**config.mk**
```make
export PLATFORM = sky130hd
export DESIGN_NAME = uart_tx_serializer
export DESIGN_NICKNAME = d
export VERILOG_FILES = /design/src/rtl/uart_tx_serializer.sv
export SDC_FILE = /design/constraint.sdc
export NUM_CORES = 1
export LEC_CHECK = 0
export BUFFER_PORTS_ARGS = -buffer_cell sky130_fd_sc_hd__buf_4
export CAP_MARGIN = 20
export CORE_UTILIZATION = 50
export CTS_CLUSTER_SIZE = 14
export DETAILED_ROUTE_END_ITERATION = 10
export PLACE_DENSITY = 0.71
export SYNTH_ARGS = -nofsm -noshare
export SYNTH_HDL_FRONTEND = slang
export SYNTH_SLANG_ARGS = --single-unit
```
**constraint.sdc**
```tcl
create_clock -name clk -period 1.6 [get_ports clk]
set_input_delay 0.08 -clock clk [delete_from_list [all_inputs] [get_ports clk]]
set_output_delay 0.08 -clock clk [all_outputs]
set_load 0.02 [all_outputs]
```
**src/rtl/uart_tx_serializer.sv**
```systemverilog
// rtl/uart_tx_serializer.sv - 8N1 UART transmitter; define UART_TX_PARITY_EN for an even-parity 8E1 frame
module uart_tx_serializer #(
  parameter int CLKS_PER_BIT = 868
) (
  input  logic       clk,
  input  logic       rst,
  input  logic       txena,
  input  logic [7:0] txdata,
  output logic       txbusy,
  output logic       tx
);

  localparam int CW = (CLKS_PER_BIT > 1) ? $clog2(CLKS_PER_BIT) : 1;
  localparam logic [CW-1:0] CNT_MAX = CW'(CLKS_PER_BIT - 1);

  typedef enum logic [2:0] {
    S_IDLE   = 3'd0,
    S_START  = 3'd1,
    S_DATA   = 3'd2,
`ifdef UART_TX_PARITY_EN
    S_PARITY = 3'd3,
`endif
    S_STOP   = 3'd4
  } state_t;

  state_t        state;
  state_t        state_next;
  logic [CW-1:0] baud_cnt;
  logic [2:0]    bit_cnt;
  logic [7:0]    shreg;
  logic          bit_done;
  logic          accept;

  assign bit_done = (baud_cnt == CNT_MAX);
  assign accept   = (state == S_IDLE) && txena;

`ifdef UART_TX_PARITY_EN
  logic par_bit;

  // Even parity of the captured byte, latched with the byte so later txdata changes cannot leak in
  always_ff @(posedge clk) begin
    if (rst) begin
      par_bit <= 1'b0;
    end else if (accept) begin
      par_bit <= ^txdata;
    end
  end
`endif

  // State register
  always_ff @(posedge clk) begin
    if (rst) begin
      state <= S_IDLE;
    end else begin
      state <= state_next;
    end
  end

  // Next-state logic: each non-idle state lasts one bit period, DATA repeats for eight bits
  always_comb begin
    state_next = state;
    case (state)
      S_IDLE:  if (txena) state_next = S_START;
      S_START: if (bit_done) state_next = S_DATA;
      S_DATA: begin
        if (bit_done && (bit_cnt == 3'd7)) begin
`ifdef UART_TX_PARITY_EN
          state_next = S_PARITY;
`else
          state_next = S_STOP;
`endif
        end
      end
`ifdef UART_TX_PARITY_EN
      S_PARITY: if (bit_done) state_next = S_STOP;
`endif
      S_STOP:  if (bit_done) state_next = S_IDLE;
      default: state_next = S_IDLE;
    endcase
  end

  // Output decode from registered state only, so inputs never reach tx/txbusy combinationally
  always_comb begin
    tx     = 1'b1;
    txbusy = 1'b1;
    case (state)
      S_IDLE:   begin tx = 1'b1; txbusy = 1'b0; end
      S_START:  tx = 1'b0;
      S_DATA:   tx = shreg[0];
`ifdef UART_TX_PARITY_EN
      S_PARITY: tx = par_bit;
`endif
      S_STOP:   tx = 1'b1;
      default:  begin tx = 1'b1; txbusy = 1'b0; end
    endcase
  end

  // Baud counter: runs within a bit period, restarts at every bit boundary and sits at zero in IDLE
  always_ff @(posedge clk) begin
    if (rst || (state == S_IDLE) || bit_done) begin
      baud_cnt <= '0;
    end else begin
      baud_cnt <= baud_cnt + CW'(1);
    end
  end

  // Data bit index; wraps back to zero after bit 7 so the next frame starts clean
  always_ff @(posedge clk) begin
    if (rst || (state == S_IDLE)) begin
      bit_cnt <= 3'd0;
    end else if ((state == S_DATA) && bit_done) begin
      bit_cnt <= bit_cnt + 3'd1;
    end
  end

  // Shift register: load on accept, shift right at the end of every data bit (LSB goes first)
  always_ff @(posedge clk) begin
    if (rst) begin
      shreg <= 8'h00;
    end else if (accept) begin
      shreg <= txdata;
    end else if ((state == S_DATA) && bit_done) begin
      shreg <= {1'b0, shreg[7:1]};
    end
  end

endmodule

```
Word-level counts from Yosys, hierarchy flattened
Index checks and enable logic that the tools add are counted.

Flip-flop bits (word level): 24. Bits of input ports: 11. Output and inout bits: 2. Logic and storage cells: 33.

Multiplexer cells: 9. Equality and inequality tests: 9. Add/subtract/negate cells: 2. Reductions and logical operators: 9.

Operators with widths (number): $mux 8 (2); $mux 3 (4); $pmux 3 s4 (1); $add 10x1->10 const B (1); $eq 10x10->1 const B (1); $ne 2x2->1 const B (4); $eq 3x3->1 const B (2); $reduce_and 4->1 (1); $add 3x1->3 const B (1); $eq 3x1->1 const B (1); $eq 3x2->1 const B (1); $logic_and 1x1->1 (3); $logic_not 3->1 (1); $reduce_or 3->1 (1); $logic_or 1x1->1 (2); $pmux 1 s2 (1); $reduce_bool 2->1 (1); $mux 1 (1).

Longest topological paths before layout
Depth after elaboration: 4. Depth in mapped cells: 7. Depth with buffers taken out: 5.

Least setup slack after synthesis
No wires, ideal clock.

Path kind: register to register. Start point: register state[0]. End point: register shreg[4]. Data required time: 1497 ps. Data arrival time: 1344 ps. Path buffers: 2. Cell stages (with the launch flop): 6. Setup slack: 153 ps. Cells stage by stage: dfxtp_1 -> buf_6 -> nor4b_4 -> buf_6 -> nor2_1 -> a2111oi_2.

Cells in the longest elaborated chain, start to end: 3. Elaborated cells on any way between the ends: 6. Classes of those cells: eq/ne (1); mux (1); reduce/logical (4).

RTL lines: start, declared (RTL line 26) `state_t state;`; start signal, assigned (RTL line 55) `state <= state_next;`; $eq 3x2->1 / $logic_not 3->1 (equally long branches) (RTL line 122, 35); $logic_and 1x1->1 (on tied branches) (RTL line 122, 35); $reduce_bool 2->1 (no source line) / $mux 8 (equally long branches); end signal, assigned (RTL line 121) `shreg <= txdata;`; end signal, assigned (RTL line 123) `shreg <= {1'b0, shreg[7:1]};`; end, declared (RTL line 30) `logic [7:0] shreg;`.

Several ways; a longest one is shown, not always the timed one. A chain may end at the register's enable or synchronous reset.

Worst setup path in the final report
Start point: register baud_cnt[0]. End point: register shreg[1].

Cells in the longest elaborated chain, start to end: 3.

RTL lines: start, declared (RTL line 28) `logic [CW-1:0] baud_cnt;`; start signal, assigned (RTL line 103) `baud_cnt <= baud_cnt + CW'(1);`; $eq 10x10->1 (RTL line 34) `assign bit_done = (baud_cnt == CNT_MAX);`; $logic_and 1x1->1 (RTL line 122) `end else if ((state == S_DATA) && bit_done) begin`; $reduce_bool 2->1 (no source line).

No other way between the ends.

==> impl_metrics.py <==
metrics = {
    "sta": {
        "hold_violations": 0,
        "rsz0062_at_grt": "false",
        "fmax_mhz": 660,
        "fin_skew_ps": 3.53,
        "fin_ws_ps": 85.9,
        "slew_viol_final": 0,
        "worst_pin_slew_ps": 402,
        "setup_tns_ps": 0,
        "min_period_ps": 1510,
        "slew_headroom": 0.731,
        "post-route-period-util": 0.946,
        "setup_violations": 0,
    },
    "power": {
        "peakVddDrop_uv": 713,
        "comb_power_share": 0.380,
        "power_mw": 1.66,
        "p_seq_frac": 0.462,
        "internal-power_mw": 1.06,
        "p_per_area_nw_per_um2": 1120,
        "sw_frac_of_total": 0.358,
        "power_frac_clock": 0.158,
        "netSwitchingPower_mw": 0.593,
        "cellLeakagePower_nw": 0.602,
    },
    "detailed_routing": {
        "finalWirelength_um": 2360,
        "postRouteAntennaNets": 0,
        "via_count": 991,
        "drc": 0,
        "wl_per_cell_um": 12.9,
        "dr.pass1.iters": 4,
        "drt_iter0_drc": 19,
        "viasPerCell": 5.42,
    },
    "floorplanning": {
        "rows": 17,
        "die-width_um": 52.5,
        "die_area_um2": 2760,
        "die_h_um": 52.5,
        "start_util": 0.550,
        "io_pins": 13,
        "core_area_um2": 2320,
    },
    "finish": {
        "final_core_util": 0.638,
        "finalNetCount": 171,
        "areaGrowthSynthToFinish_pct": 15.9,
        "diodes": 0,
        "drive_gt1_frac": 0.271,
    },
    "global_routing": {
        "gr-usage-met1": 0.222,
        "grt_busiest_layer": "met2",
        "grt_pass1_vias": 903,
        "grt_max_degree": 19,
        "grt_pass1_wl_um": 3690,
        "overflow": 0,
        "grt_antenna_before_repair": 0,
        "grtUsageMet3": 0.0261,
        "use_met2": 0.308,
        "gr-usage-all-layers": 0.182,
    },
    "logic_synthesis": {
        "synth.net_count": 151,
        "yosys_warnings": 0,
        "syn_inst": 137,
        "synth.distinct_cells": 32,
        "syn_area_per_cell_um2": 9.32,
        "ys_seq_area_frac": 0.376,
        "mappedNetlistArea_um2": 1280,
        "synth_edf_count": 0,
        "ys_ff_latch": 24,
        "async_flop_share": 0,
        "ys.flop_type": "dfxtp_1",
    },
    "clocking": {
        "h-tree-depth": 1,
        "path_clk_slew_ps": 120,
        "cts_buffers": 3,
        "clock-sinks": 24,
        "clockBufferDepth": 2,
        "cts_tree": "built",
        "clock_latency_ps": 310,
        "clock-root-buffer": "clkbuf_4",
    },
    "critical_path": {
        "critPathRequiredTime_ps": 1820,
        "crit_type": "flip-flop to flip-flop",
        "crit_path_end_kind": "flip-flop",
        "startpoint_type": "flip-flop",
        "path_max_fanout": 9,
        "arrival_ps": 1730,
    },
    "status": {
        "status": "completed",
    },
    "placement": {
        "post-place-ws_ps": 68.6,
        "gp_congestion": 0.775,
        "post-dp-hpwl_um": 1650,
        "port_buffers": 12,
    },
    "job": {
        "maxCapViolations": 0,
    },
    "min_path": {
        "hold_class": "input port to flip-flop",
    },
}
path summary, 6_finish.rpt:
kind	start	to	slack (ps)	depth (start not counted)
setup / recovery	baud_cnt[0]	shreg[1]	90	6
setup reg to reg	baud_cnt[0]	shreg[1]	90	6
hold reg to reg	baud_cnt[0]	baud_cnt[0]	440	1
hold / removal	rst	shreg[0]	50	2
critical path, cell delays in order, from the launching register on:
cell       delay, ps
dfxtp_2          350
ha_1             200
and2b_2          230
nand4_4          120
buf_12           130
nor3_1            50
a2111oi_2        320
per-stage QoR:
step	area, um^2	instances	hold slack (ps)
floorplan	1280	137	220
detailed placement	1410	177	346
finish	1480	183	46.0
global placement	1410	177	339
CTS	1440	181	40.6
global route	1480	183	50.7
state kept, by name, indices dropped and copies added (netlist names):
| register | count |
|---|---|
| bit_cnt | 3 |
| state | 3 |
| baud_cnt | 10 |
| shreg | 8 |
layout make-up:
cell class                 count  area [um^2]
inverter                       1         3.75
fill                         201          840
tap                           28         35.0
clock buffer                   3         22.5
multi-input combinational    104          726
sequential                    24          487
timing repair buffer          23          205
per-layer routing:
| layer | wire [um] | vias up |
|---|---|---|
| met2 | 1110 | 14 |
| li1 | - | 516 |
| met4 | 34 | 0 |
| met5 | 0 | - |
| met3 | 49 | 4 |
| met1 | 1170 | 457 |
Yosys cell counts, types with 3 or more instances:
cell        n  share of area
nor2_1     31          0.091
xnor2_1     3          0.021
a2111oi_2   7          0.082
clkbuf_1    3         0.0088
buf_6       5          0.044
nor3_1      9          0.035
mux2i_1     5          0.039
ha_1        3          0.029
o21ai_0     3          0.012
xor2_1      6          0.041
nand3_1     6          0.024
dfxtp_1    24           0.38
nand2_1     7          0.021
logic make-up (layout without fill, tap and decap cells):
kind of cell               count (synthesis)  after routing  synth area share
and+or+nand+nor                           71             71             0.311
DFF                                       24             24             0.376
AOI/OAI and AO/OA                         16             16             0.126
xor gates and xnor gates                   9              9            0.0618
buffers and inverters                      9             27            0.0559
muxes                                      5              5            0.0392
adders and majority gates                  3              3            0.0294
cell usage in the layout (no fill, tap or decap), drive strengths merged, types with 3 or more instances in the layout:
cell	instances
dfxtp	24
mux2i	5
o21ai	3
clkbuf	4
buf	21
ha	3
nand3	6
nor3	9
nor2	31
xor2	6
a2111oi	7
xnor2	3
nand2	7
power by group through the flow:
| stage | clock [mW] | sequential, mW | combinational (mW) |
|---|---|---|---|
| 2_1_floorplan | 0 | 0.726 | 0.532 |
| 3_3_place_gp | 0 | 0.767 | 0.604 |
| 3_5_place_dp | 0 | 0.773 | 0.624 |
| 4_1_cts | 0.274 | 0.758 | 0.629 |
| 5_1_grt | 0.293 | 0.775 | 0.696 |
| 6_report | 0.262 | 0.766 | 0.629 |
repair_timing:
item | CTS | global route
buffers inserted | 0 | 1
endpoints found under the setup margin | 0 | 17
resized for setup | 0 | 6
hold buffers | 1 | 0
hold endpoints to repair | 1 | 0
Note: power is estimated with default switching activity, not from simulation.
